`config.mk`:
```
export PLATFORM = sky130hd
export DESIGN_NAME = badge_cmd_ctrl
export DESIGN_NICKNAME = d
export VERILOG_FILES = /design/src/rtl/badge_cmd_ctrl.sv
export SDC_FILE = /design/constraint.sdc
export NUM_CORES = 1
export LEC_CHECK = 0
export BUFFER_PORTS_ARGS = -buffer_cell sky130_fd_sc_hd__buf_4
export CAP_MARGIN = 40
export CORE_ASPECT_RATIO = 1.75
export CORE_MARGIN = 3
export CORE_UTILIZATION = 40
export CTS_BUF_LIST = sky130_fd_sc_hd__clkbuf_8
export DETAILED_ROUTE_END_ITERATION = 8
export SLEW_MARGIN = 20
export SYNTH_ARGS = -nofsm -noshare
export SYNTH_HDL_FRONTEND = slang
export SYNTH_SLANG_ARGS = --single-unit
```
`constraint.sdc`:
```
create_clock -name clk -period 4.6 [get_ports clk]
set_clock_uncertainty 0.2 [all_clocks]
set_input_delay 1.15 -clock clk [delete_from_list [all_inputs] [get_ports clk]]
set_output_delay 1.15 -clock clk [all_outputs]
set_load 0.1 [all_outputs]
```
`src/rtl/badge_cmd_ctrl.sv`:
```
// badge_cmd_ctrl: UART command controller for the badge.
//   Decodes 3-byte frames (CMD, ARG, CMD) from the RX byte stream. It keeps a
//   per-channel status register and a global PWM duty, answers status queries
//   over a TX valid/ready handshake, and drives dimmed per-channel LEDs.
// Ports:
//   clk, reset_n          clock, asynchronous active-low reset
//   rx_valid, rx_data     one-cycle received-byte strobe and byte
//   tx_ready              UART TX can take a byte
//   tx_valid, tx_data     response byte stream (held until accepted)
//   status                channel status, 1 = alive
//   led_out               registered ~status gated by PWM
//   frame_ok, frame_err   one-cycle result pulses
module badge_cmd_ctrl #(
    parameter int NUM_CH         = 8,
    parameter int ARG_BASE       = 65,
    parameter int ARG_RESET      = 96,
    parameter int CMD_CLEAR      = 65,
    parameter int CMD_DUTY       = 66,
    parameter int CMD_QUERY      = 81,
    parameter int PWM_BITS       = 4,
    parameter int PWM_DIV        = 16,
    parameter int TIMEOUT_CYCLES = 1_000_000
) (
    input  logic              clk,
    input  logic              reset_n,
    input  logic              rx_valid,
    input  logic [7:0]        rx_data,
    input  logic              tx_ready,
    output logic              tx_valid,
    output logic [7:0]        tx_data,
    output logic [NUM_CH-1:0] status,
    output logic [NUM_CH-1:0] led_out,
    output logic              frame_ok,
    output logic              frame_err
);

    localparam int NB   = (NUM_CH + 7) / 8;
    localparam int TO_W = $clog2(TIMEOUT_CYCLES + 1);
    localparam int PS_W = (PWM_DIV > 1) ? $clog2(PWM_DIV) : 1;
    localparam int CH_W = (NUM_CH > 1) ? $clog2(NUM_CH) : 1;
    localparam int RW   = (NB > 1) ? $clog2(NB) : 1;

    localparam logic [7:0] C_CLR = 8'(CMD_CLEAR);
    localparam logic [7:0] C_DTY = 8'(CMD_DUTY);
    localparam logic [7:0] C_QRY = 8'(CMD_QUERY);
    localparam logic [7:0] A_RST = 8'(ARG_RESET);
    localparam logic [7:0] A_BAS = 8'(ARG_BASE);

    typedef enum logic [1:0] {IDLE, GOT_CMD, GOT_ARG, RESP} state_t;

    state_t                state, state_nx;
    logic [7:0]            cmd_q, arg_q;
    logic [PWM_BITS-1:0]   duty;
    logic [TO_W-1:0]       to_cnt;
    logic [NB*8-1:0]       resp_buf;
    logic [RW-1:0]         rem;
    logic [PS_W-1:0]       psc;
    logic [PWM_BITS-1:0]   pwm_cnt;

    logic                  latch_cmd, latch_arg, ok_nx, err_nx;
    logic                  exec_clr, exec_set, exec_duty, exec_qry;
    logic                  to_hit, to_run, tx_fire, in_range, pwm_on;
    logic [CH_W-1:0]       arg_off;
    logic [NUM_CH-1:0]     clr_bit;

    assign in_range = ({1'b0, arg_q} >= 9'(ARG_BASE)) &&
                      ({1'b0, arg_q} <  9'(ARG_BASE + NUM_CH));
    assign arg_off  = CH_W'(arg_q - A_BAS);
    assign clr_bit  = NUM_CH'(1) << arg_off;
    assign to_hit   = (to_cnt == TO_W'(TIMEOUT_CYCLES - 1));
    // Count only idle cycles inside a frame; any accepted byte restarts it.
    assign to_run   = (state == GOT_CMD || state == GOT_ARG) && !rx_valid && !to_hit;
    assign tx_fire  = (state == RESP) && tx_valid && tx_ready;
    assign tx_data  = resp_buf[7:0];
    assign pwm_on   = (pwm_cnt < duty);

    always_ff @(posedge clk or negedge reset_n) begin
        if (!reset_n) state <= IDLE;
        else          state <= state_nx;
    end

    always_comb begin
        state_nx  = state;
        latch_cmd = 1'b0;
        latch_arg = 1'b0;
        ok_nx     = 1'b0;
        err_nx    = 1'b0;
        exec_clr  = 1'b0;
        exec_set  = 1'b0;
        exec_duty = 1'b0;
        exec_qry  = 1'b0;
        case (state)
            IDLE: begin
                if (rx_valid && (rx_data == C_CLR || rx_data == C_DTY || rx_data == C_QRY)) begin
                    latch_cmd = 1'b1;
                    state_nx  = GOT_CMD;
                end
            end
            GOT_CMD: begin
                if (rx_valid) begin
                    latch_arg = 1'b1;
                    state_nx  = GOT_ARG;
                end else if (to_hit) begin
                    err_nx   = 1'b1;
                    state_nx = IDLE;
                end
            end
            GOT_ARG: begin
                if (rx_valid) begin
                    state_nx = IDLE;
                    if (rx_data != cmd_q) begin
                        err_nx = 1'b1;
                    end else if (cmd_q == C_CLR) begin
                        if (in_range) begin
                            exec_clr = 1'b1;
                            ok_nx    = 1'b1;
                        end else if (arg_q == A_RST) begin
                            exec_set = 1'b1;
                            ok_nx    = 1'b1;
                        end else begin
                            err_nx = 1'b1;
                        end
                    end else if (cmd_q == C_DTY) begin
                        exec_duty = 1'b1;
                        ok_nx     = 1'b1;
                    end else if (cmd_q == C_QRY) begin
                        exec_qry = 1'b1;
                        ok_nx    = 1'b1;
                        state_nx = RESP;
                    end else begin
                        err_nx = 1'b1;
                    end
                end else if (to_hit) begin
                    err_nx   = 1'b1;
                    state_nx = IDLE;
                end
            end
            RESP: begin
                if (tx_fire && rem == '0) state_nx = IDLE;
            end
            default: state_nx = IDLE;
        endcase
    end

    always_ff @(posedge clk or negedge reset_n) begin
        if (!reset_n) begin
            cmd_q     <= '0;
            arg_q     <= '0;
            status    <= '1;
            duty      <= '1;
            to_cnt    <= '0;
            resp_buf  <= '0;
            rem       <= '0;
            tx_valid  <= 1'b0;
            frame_ok  <= 1'b0;
            frame_err <= 1'b0;
        end else begin
            frame_ok  <= ok_nx;
            frame_err <= err_nx;
            to_cnt    <= to_run ? to_cnt + 1'b1 : '0;
            if (latch_cmd) cmd_q <= rx_data;
            if (latch_arg) arg_q <= rx_data;
            if (exec_clr)  status <= status & ~clr_bit;
            if (exec_set)  status <= '1;
            if (exec_duty) duty <= arg_q[PWM_BITS-1:0];
            if (exec_qry) begin
                // Snapshot, zero-extended so unused high bits go out as 0.
                resp_buf <= (NB*8)'(status);
                rem      <= RW'(NB - 1);
                tx_valid <= 1'b1;
            end else if (tx_fire) begin
                resp_buf <= resp_buf >> 8;
                if (rem == '0) tx_valid <= 1'b0;
                else           rem <= rem - 1'b1;
            end
        end
    end

    always_ff @(posedge clk or negedge reset_n) begin
        if (!reset_n) begin
            psc     <= '0;
            pwm_cnt <= '0;
            led_out <= '0;
        end else begin
            if (psc == PS_W'(PWM_DIV - 1)) begin
                psc     <= '0;
                pwm_cnt <= pwm_cnt + 1'b1;
            end else begin
                psc <= psc + 1'b1;
            end
            led_out <= ~status & {NUM_CH{pwm_on}};
        end
    end

endmodule

```
* Yosys cells after proc, flatten, opt, wreduce, memory -nomap -nowiden
Cells that the tools add are included.
** Cells by class
- Add/subtract/negate cells :: 5
- $lt $le $gt $ge :: 3
- Eq/ne operators :: 16
- Shift operators :: 1
- Mux-type cells :: 64
- Bitwise logic cells :: 5
- Reduce and logical (&&, ||, !) cells :: 17
** Operators with widths (number)
- $eq A8 B7 Y1 const B :: 7
- $mux W1 :: 47
- $mux W8 :: 4
- $add A20 B1 Y20 const B :: 1
- $eq A20 B20 Y1 const B :: 1
- $mux W20 :: 1
- $mux W2 :: 9
- $and A8 B8 Y8 :: 2
- $not A8 Y8 :: 2
- $add A4 B1 Y4 const B :: 2
- $ge A8 B7 Y1 const B :: 1
- $lt A8 B7 Y1 const B :: 1
- $ne A8 B8 Y1 :: 1
- $pmux W2 S4 :: 1
- $shl A1 B3 Y8 const A :: 1
- $logic_and A1 B1 Y1 :: 7
- $eq A2 B2 Y1 const B :: 2
- $eq A4 B4 Y1 const B :: 1
- $lt A4 B4 Y1 :: 1
- $mux W4 :: 1
- $ne A2 B1 Y1 const B :: 2
- $reduce_and A2 Y1 :: 2
- $reduce_bool A2 Y1 :: 2
- $logic_or A1 B1 Y1 :: 3
- 8 further kinds :: 9
** Word-level totals
- Bits in registers :: 78
- Output and inout port bits :: 27

* Longest topological paths before layout
Gate-level depths: netlist of the first run.
- Depth in word-level cells :: 9
- Mapped depth :: 9

* Worst setup path before layout of the first run
No wires, ideal clock.
- Path type :: input to register
- From :: input rx_data[3]
- To :: register status[3]
- Setup time :: 0.091 ns
- Arrival :: 2.431 ns
- Required time :: 4.309 ns
- Slack :: 1.878 ns
- Cell stages on the path :: 5
- Buffers on the path :: 0
- Path through :: or4b_1 nor3_1 nand4_1 nor3_1 a21oi_1
** Between the ends
- Word-level cells in the longest chain between the ends :: 5
** RTL lines
- from (decl) :: line 27 : input logic [7:0] rx_data,
- $ne A8 B8 Y1 * :: line 111 : if (rx_data != cmd_q) begin
- $mux W1 :: line 111
- $mux W1 :: line 109 : if (rx_valid) begin
- $mux W1 :: line 92 : case (state)
- $mux W8 / $reduce_bool A2 Y1 (equally long branches)
- to (signal assigned) :: line 163 : if (exec_clr) status <= status & ~clr_bit;
- to (decl) :: line 31 : output logic [NUM_CH-1:0] status,
Every way passes the cells marked *; elsewhere a longest branch is shown, timed or not.
A chain may end at the register's enable or synchronous reset.

* Final worst setup path of the first run
- From :: input rx_data[2]
- To :: register state[0]
** Between the ends
- Word-level cells in the longest chain between the ends :: 6
** RTL lines
- $eq A8 B7 Y1 :: line 94 : if (rx_valid && (rx_data == C_CLR || rx_data == C_DTY || rx_data == C_QRY)) begin
- $logic_or A1 B1 Y1 (2 in a row) :: line 94
- $logic_and A1 B1 Y1 :: line 94
- $ne A2 B2 Y1 (no source line)
- $reduce_and A2 Y1 (no source line)
- to (signal assigned) :: line 79 : else state <= state_nx;
- to (decl) :: line 51 : state_t state, state_nx;
Several ways; a longest one is shown, not always the timed one.

==> out/metrics.yaml, run 1 <==
clock_latency_ns: 0.36
drive_above_1_share_pct: 22.8
min_path_type: "reg -> reg"
syn_area_sq_um: 3600
grt_pass1_vias: 2693
leakagePower_uw: 0.00189
synth-edff-count: 0
routed_wl_um: 7720
path_class: "in -> reg"
postCtsSetupBuffers: 0
hp-start: "psc[3]"
critPathRequiredTime_ns: 4.66
grt_remaining_overflow: 0
finalInstanceArea_sq_um: 4220
die_h_um: 132
final_util_pct: 48.4
reg2reg_depth: 7
pwr-share-clk_pct: 30.4
start_util_pct: 41.3
grt_use_total_pct: 16.3
coreArea_sq_um: 8730
min_to: "psc[3]"
whs_path_depth: 1
wl_per_cell_um: 15.2
max-cap-violations: 0
cts-root-buf: "clkbuf_8"
worstMarginPinSlew_ns: 0.691
final_common_cell: "dfrtp_1"
drtIter0Drc: 74
vdd_drop_max_uv: 227
syn-num-nets: 368
power_switching_uw: 512
rsz0062_at_grt: "no"
synthDistinctLibCells: 49
clock-sinks: 77
hold_viol_final: 0
die_w_um: 77.8
syn2layout_area_growth_pct: 17.2
antenna_found_initial: 0
cts_tree: "built"
max_freq_ghz: 0.345
crit_fanout: 19
synth-seq-area-share_pct: 53.9
setup_tns_ns: 0
p_comb_share_pct: 20.9
arrival_ns: 2.96
min_period_over_period_pct: 63.0
dr_total_vias: 2617
clk_path_buf_depth: 2
critPathLaunchType: "input pin"
fin_crit_ns: 2.90
placed_area_sq_um: 4030
multi_input_area_sq_um: 1570
cts_buffers: 9
clkTransAtPathRegs_ns: 0.07
antenna_left: 0
end_kind: "register"
htree_num_levels: 3
ff_latch_area_sq_um: 1940
p_sw_share_pct: 31.0
drv_slew: 0
port_buffers: 38
synth-seq-cells: 77
diodes: 0
gp_congestion: 0.810
cts_resized: 0
totalPowerFinal_uw: 1650
slew_headroom_pct: 53.5
grt_pass1_wl_um: 13000
status: "finished, final reports clean"
p_seq_share_pct: 48.7
rr_startpoint: "state[0]"
dieArea_sq_um: 10200
yosysWarnings: 0
dpl.hpwl_um: 5830
r2r_end: "status[7]"
setup_viol_count_final: 0
stdcell_count: 507
final_cell_mix: "dfrtp_1, nor2_1, buf_4"
io_pins: 39
grt_max_degree: 43
post-route-drc-count: 0
finalNetCount: 410
synth_top_flop_cell: "dfrtp_1"
cts-hold-fix-buffers: 0
dr.pass1.iters: 4
r2r_slack_ns: 2.23
fillers: 808
rows: 45
place_inst: 491
synth_cells: 343
powerDensity_nw_per_um2: 390
intPower_uw: 1140
async_flop_share_pct: 100
postSynthAreaPerCell_sq_um: 10.5
routed_via_density: 5.16
==> Yosys cell counts (all sizes together), types with 2 or more instances <==
cell type	count	share of area, %
nand3	10	1.4
and4	2	0.49
dfrtp	65	45
inv	16	1.7
nor3	7	1.1
xnor2	9	2.2
xor2	16	3.9
dfstp	12	8.7
or3	3	0.52
o211ai	2	0.42
or4	2	0.42
clkbuf	4	0.42
or3b	2	0.49
nor4b	2	0.49
nor2b	3	0.52
and3	5	0.90
buf	5	0.69
o21ai	14	1.9
a21oi	9	1.5
nand2	30	3.1
nand2b	4	0.69
mux2	13	4.1
nor4	5	1.3
ha	13	4.5
mux2i	2	0.56
a21o	4	0.83
a31oi	4	0.69
nand4	9	1.6
and2	4	0.69
nor2	51	5.3
and3b	2	0.49
==> final cells by class <==
class / count / area share (%)
sequential: 77 / 46.0
multi-input combinational: 241 / 37.2
timing repair buffer: 40 / 7.41
tap: 117 / 3.47
clock buffer: 10 / 3.26
inverter: 16 / 1.42
clock inverter: 6 / 1.30
==> power by group through the flow <==
stage | logic (uW) | registers [uW] | clock network (uW)
after global routing | 386 | 812 | 543
after CTS | 349 | 805 | 513
after detailed placement | 349 | 819 | 0
final | 345 | 803 | 501
after global placement | 339 | 816 | 0
after floorplan | 247 | 801 | 0
==> worst max-delay path by stage <==
stage               startpoint   endpoint  slack [ns]  cells past startpoint
floorplan           rx_data[3]  status[3]        1.88                      5
global placement    rx_data[2]   state[1]        1.41                      6
detailed placement  rx_data[2]   state[0]        1.30                      6
CTS                 rx_data[2]   state[0]        1.69                      6
global route        rx_data[2]   state[0]        1.52                      6
finish              rx_data[2]   state[0]        1.70                      6
==> worst max-delay path: stages <==
cell and delay [ns]:
buf_4 0.12, nor4b_1 0.62, and3b_1 0.26, and3_1 0.52, o21ai_0 0.16, o211ai_1 0.13
==> per-layer routing <==
layer	track usage, %	vias up	share of wire (%)
met5	0	-	0
met4	8.61	0	3.2
met3	3.50	18	3.4
met2	29.6	58	55
met1	16.9	1286	39
li1	-	1255	-
==> metrics by stage <==
| stage | hold WS (ns) | setup WS (ns) |
|---|---|---|
| finish | 0.276 | 1.70 |
| global placement | 0.260 | 1.41 |
| detailed placement | 0.269 | 1.30 |
| global route | 0.314 | 1.52 |
| CTS | 0.284 | 1.69 |
| floorplan | 0.243 | 1.88 |
==> state kept, by name (all words and copies together), names as in the netlist <==
register	count
arg_q	8
cmd_q	8
duty	4
frame_err	1
frame_ok	1
led_out	8
psc	4
pwm_cnt	4
state	2
status	8
to_cnt	20
tx_data	8
tx_valid	1
==> cells by family after synthesis <==
logic type               Yosys count  synth area share [%]
AO/OA/AOI/OAI                     41                  7.32
XOR/XNOR                          25                  6.07
adder cells (fa/ha/maj)           13                  4.51
buffers and inverters             25                  2.78
flip-flops                        77                  53.9
multiplexers                      15                  4.62
AND/OR/NAND/NOR                  147                  20.8
Power figures use the tool's default switching activity.
==> run 2: changes to the inputs <==
- ABC_AREA: default -> 1
- clock period: 4.6 -> 2.97 ns (I/O delays scaled with it)
==> out/metrics.yaml, run 2 <==
fin_crit_ns: 2.18
cts_tree: "built"
worstMarginPinSlew_ns: 0.493  # -0.198 ns
post-route-drc-count: 0  # unchanged
cts_resized: 0  # unchanged
drive_above_1_share_pct: 16.5  # -6.3 points
stdcell_count: 636  # +25%
slew_headroom_pct: 67.0  # +14 points
synth_cells: 466  # +36%
min_path_type: "in -> async"
synthDistinctLibCells: 32  # -35%
synth_top_area_share_pct: 42.5  # -2.7 points
yosysWarnings: 0  # unchanged
r2r_slack_ns: 0.97  # -1.26 ns
path_class: "reg -> out"
syn_area_sq_um: 3830  # +6.3%
final_cell_mix: "nand2_1, dfrtp_1, nor2_1"
critPathLaunchType: "register"
path_buf_inv: 1  # unchanged
cts-root-buf: "clkbuf_8"
path_delay_family: "flip-flops"
max_freq_ghz: 0.459
use_met3_pct: 3.53  # +0.031 points
wl_per_cell_um: 12.4  # -19%
synthTopCellsByArea: "dfrtp_1, nand2_1, dfstp_2"
grt_pass1_wl_um: 13500  # +4.3%
final_util_pct: 48.2  # -0.24 points
synth_top_flop_cell: "dfrtp_1"
critPathRequiredTime_ns: 2.03  # -2.63 ns
rr_startpoint: "state[0]"
max-cap-violations: 0  # unchanged
routed_wl_um: 7880  # +2.1%
r2r_end: "tx_data[1]"
synth_mux_area_share_pct: 0.294  # -4.3 points
finalNetCount: 536  # +31%
antenna_found_initial: 0  # unchanged
diodes: 0  # unchanged
cts_buffers: 9  # unchanged
max_stage_delay_ns: 0.58  # -0.04 ns
synth_xor_area_share_pct: 3.20  # -2.9 points
cts-hold-fix-buffers: 0  # unchanged
io_pins: 39  # unchanged
clock-sinks: 77  # unchanged
status: "finished, final reports clean"
synth_top_area_cell: "dfrtp_1"
synth-edff-count: 0  # unchanged
setup_tns_ns: 0  # unchanged
grt_remaining_overflow: 0  # unchanged
yosys-top-cells-count: "nand2_1, dfrtp_1, nor2_1"
dpl.hpwl_um: 6010  # +3.1%
dr_total_vias: 3011  # +15%
synth_compound_area_share_pct: 4.47  # -2.8 points
crit_fanout: 4  # -15
final_common_cell: "nand2_1"
grt_use_total_pct: 15.9  # -0.33 points
port_buffers: 38  # unchanged
routed_via_density: 4.73  # -8.3%
rsz0062_at_grt: "no"
syn-num-nets: 491  # +33%
largest_register_ffs: 20  # unchanged
synth_top_family_by_area: "simple AND/OR/NAND/NOR gates"
fillers: 957  # +18%
grt_pass1_vias: 2947  # +9.4%
vdd_drop_max_uv: 400  # +76%
drtIter0Drc: 127  # +72%
met1_usage_pct: 19.6  # +2.7 points
reg2reg_depth: 7  # unchanged
die_h_um: 135  # +3.0%
synth-seq-area-share_pct: 50.7  # -3.2 points
gp_congestion: 0.838  # +3.5%
dieArea_sq_um: 10800  # +5.9%
powerDensity_nw_per_um2: 554  # +42%
critPathSlowestCell: "dfstp_2"
rows: 46  # +2.2%
synth-seq-cells: 77  # unchanged
async_flop_share_pct: 100  # unchanged
gr-max-usage-layer: "met2"
coreArea_sq_um: 9210  # +5.5%
die_w_um: 80.0  # +2.9%
syn2layout_area_growth_pct: 15.8
clock_latency_ns: 0.35  # about the same
synth_fa_ha_area_share_pct: 4.25  # -0.27 points
htree_num_levels: 3  # unchanged
clk_path_buf_depth: 2  # unchanged
setup_viol_count_final: 0  # unchanged
grt_max_degree: 78  # +81%
synth.most_common_cell: "nand2_1"
leakagePower_uw: 0.00227  # +20%
regMostFlops: "to_cnt"
place_inst: 620  # +26%
hold_viol_final: 0  # unchanged
antenna_left: 0  # unchanged
whs_ns: 0.194  # -0.0820 ns
arrival_ns: 1.24  # -1.72 ns
postCtsSetupBuffers: 0  # unchanged
drv_slew: 0  # unchanged
worstPathCellList: "buf_4"
start_util_pct: 41.6  # +0.30 points
postSynthAreaPerCell_sq_um: 8.22  # -22%
yosys.area_share.simple_pct: 30.2  # +9.4 points
end_kind: "primary output"
dr.pass1.iters: 4  # unchanged
min_period_over_period_pct: 73.4
grtUsageMet2_pct: 26.5  # -3.1 points
clkTransAtPathRegs_ns: 0.09  # +0.02 ns
==> run 2: worst max path at each step <==
stage | from | endpoint | slack, ns | cells past startpoint
global placement | rx_data[5] | tx_data[3] | 0.75 | 10
floorplan | tx_valid | state[1] | 0.84 | 6
global route | status[0] | status[0] | 0.74 | 1
CTS | status[0] | status[0] | 0.76 | 1
detailed placement | rx_data[5] | status[7] | 0.72 | 10
finish | status[0] | status[0] | 0.79 | 1
==> run 2: cell families after synthesis <==
kind of cell / Yosys count
buffers and inverters: 66
DFF: 77
adders and majority gates: 13
muxes: 1
AOI/OAI and AO/OA: 30
and+or+nand+nor: 265
xor gates and xnor gates: 14
==> run 2: metrics by stage <==
step	area [sq um]	setup WS [ns]	total power, uW
after floorplan	3830	0.845	1620
after global placement	4250	0.755	1770
after detailed placement	4250	0.725	1770
after CTS	4440	0.760	2500
after global routing	4440	0.741	2640
final	4440	0.791	2460
==> run 2: layout make-up <==
| class | count | area [sq um] | share of cell area, % |
|---|---|---|---|
| Clock inverter | 7 | 57.6 | 1.30 |
| Inverter | 60 | 225 | 5.08 |
| Clock buffer | 9 | 124 | 2.79 |
| Tap cell | 120 | 150 | 3.39 |
| Timing Repair Buffer | 40 | 313 | 7.05 |
| Sequential cell | 77 | 1940 | 43.8 |
| Multi-Input combinational cell | 323 | 1620 | 36.6 |
==> run 2: report_power, final <==
| group | leakage [uW] | internal, uW | switching [uW] |
|---|---|---|---|
| registers | 0.000995 | 1130 | 86.5 |
| clock network | 0.0000824 | 311 | 400 |
| logic | 0.00119 | 184 | 347 |
==> run 2: metal layers <==
layer	vias up	share of wire, %	wire, um
met5	-	0	0
met4	0	2.5	199
met3	13	3.7	291
met2	46	50	3940
met1	1393	44	3450
li1	1559	-	-
==> run 3: changes to the inputs <==
- ABC_AREA: 1 -> 0
- clock period: 2.97 -> 2.2 ns (I/O delays scaled with it)
==> out/metrics.yaml, run 3 (synthesis gave the netlist of run 1 again) <==
post-route-drc-count: 0  # unchanged
status: "finished, final reports clean"
fillers: 819  # -14%
critPathRequiredTime_ns: 2.27  # +0.24 ns
arrival_ns: 2.15  # +0.91 ns
antenna_left: 0  # unchanged
fin_crit_ns: 2.08
worstMarginPinSlew_ns: 0.423  # -0.0705 ns
routed_via_density: 5.02  # +6.1%
port_buffers: 38  # unchanged
grt_max_degree: 39  # -50%
dpl.hpwl_um: 5930  # -1.2%
ff_latch_area_sq_um: 1940  # unchanged
setup_viol_count_final: 0  # unchanged
dieArea_sq_um: 10200  # -5.6%
critPathLaunchType: "register"
min_period_over_period_pct: 94.5
grt_pass1_wl_um: 12900  # -4.5%
grt_remaining_overflow: 0  # unchanged
largest_register_ffs: 20  # unchanged
drtIter0Drc: 114  # -10%
clock_latency_ns: 0.34  # about the same
max_stage_delay_ns: 0.43  # -0.15 ns
rows: 45  # -2.2%
grt_pass1_vias: 2794  # -5.2%
coreArea_sq_um: 8730  # -5.2%
die_w_um: 77.8  # -2.8%
cts-root-buf: "clkbuf_8"
end_kind: "register"
rsz0062_at_grt: "no"
max-cap-violations: 0  # unchanged
path_class: "reg -> reg"
htree_num_levels: 3  # unchanged
path_delay_family: "simple AND/OR/NAND/NOR gates"
final_util_pct: 50.8  # +2.6 points
routed_wl_um: 7600  # -3.5%
dr_total_vias: 2667  # -11%
cts_buffers: 9  # unchanged
path_buf_inv: 2  # +1
finalNetCount: 434  # -19%
final_cell_mix: "dfrtp_1, buf_4, nor2_1"
clk_path_buf_depth: 2  # unchanged
placed_area_sq_um: 4230  # -0.59%
clkTransAtPathRegs_ns: 0.07  # -0.02 ns
postCtsSetupBuffers: 0  # unchanged
powerDensity_nw_per_um2: 763  # +38%
diodes: 0  # unchanged
critPathSlowestCell: "dfrtp_1"
regMostFlops: "to_cnt"
worstPathCellList: "inv_2 > ha_2 > nand2_1 > buf_4 > nor4_4 > mux2_2"
vdd_drop_max_uv: 469  # +17%
gp_congestion: 0.853  # +1.7%
drv_slew: 0  # unchanged
wl_per_cell_um: 14.3  # +16%
finalInstanceArea_sq_um: 4430  # about the same
slew_headroom_pct: 71.6  # +4.6 points
crit_fanout: 4  # unchanged
clock-sinks: 77  # unchanged
cts_tree: "built"
min_path_type: "in -> reg"
dr.pass1.iters: 4  # unchanged
grt_use_total_pct: 16.3  # +0.31 points
pre_cts_ws_ns: -0.176  # -0.901 ns
antenna_found_initial: 0  # unchanged
max_freq_ghz: 0.481
layout_setup_ws_ns: 0.122  # -0.669 ns
leakagePower_uw: 0.00202  # -11%
multi_input_area_sq_um: 1590  # -2.0%
drive_above_1_share_pct: 28.3  # +12 points
hold_viol_final: 0  # unchanged
start_util_pct: 41.3  # -0.30 points
syn2layout_area_growth_pct: 22.9
io_pins: 39  # unchanged
die_h_um: 132  # -2.9%
totalPowerFinal_uw: 3380  # +37%
final_common_cell: "dfrtp_1"
setup_tns_ns: 0  # unchanged
[run 3: power breakdown]
part | switching, uW | internal (uW) | leakage, uW | total [uW]
clock network | 462 | 453 | 0.000104 | 915
registers | 117 | 1530 | 0.000949 | 1650
logic | 453 | 360 | 0.000963 | 813
[run 3: layout make-up]
class	count	share of cell area [%]
clock inverters	5	0.452
well taps	117	3.30
flip-flops and latches	77	43.8
clock buffers	11	3.42
inverters	16	1.36
repair buffers	64	11.7
multi-input cells	241	35.9
[run 3: path summary, 6_finish.rpt]
check,from,end,slack [ns],cells past startpoint
worst max-delay path,state[0],duty[3],0.12,6
worst min-delay path,rx_data[1],cmd_q[0],0.24,2
worst max register to register,state[0],duty[3],0.12,6
worst min register to register,arg_q[7],arg_q[7],0.28,2
max in group asynchronous,reset_n,status[3],0.76,3
min in group asynchronous,reset_n,tx_data[5],0.43,2
[run 3: metrics by stage]
stage | hold WS [ns] | instances
4_1_cts | 0.219 | 531
3_3_place_gp | 0.260 | 514
2_1_floorplan | 0.0544 | 343
6_report | 0.238 | 531
5_1_grt | 0.215 | 531
3_5_place_dp | 0.263 | 514
[run 3: metal layers]
metal	track usage (%)	share of wire, %	vias to the layer above
met1	16.5	37	1290
met4	9.21	4.4	0
li1	-	-	1307
met2	28.9	55	49
met3	4.66	2.8	21
met5	0	0	-
[run 3: what timing repair did]
item,CTS,global route
endpoints found under the setup margin,0,11
resized for setup,0,7
hold endpoints to repair,17,0
hold buffers,1,0
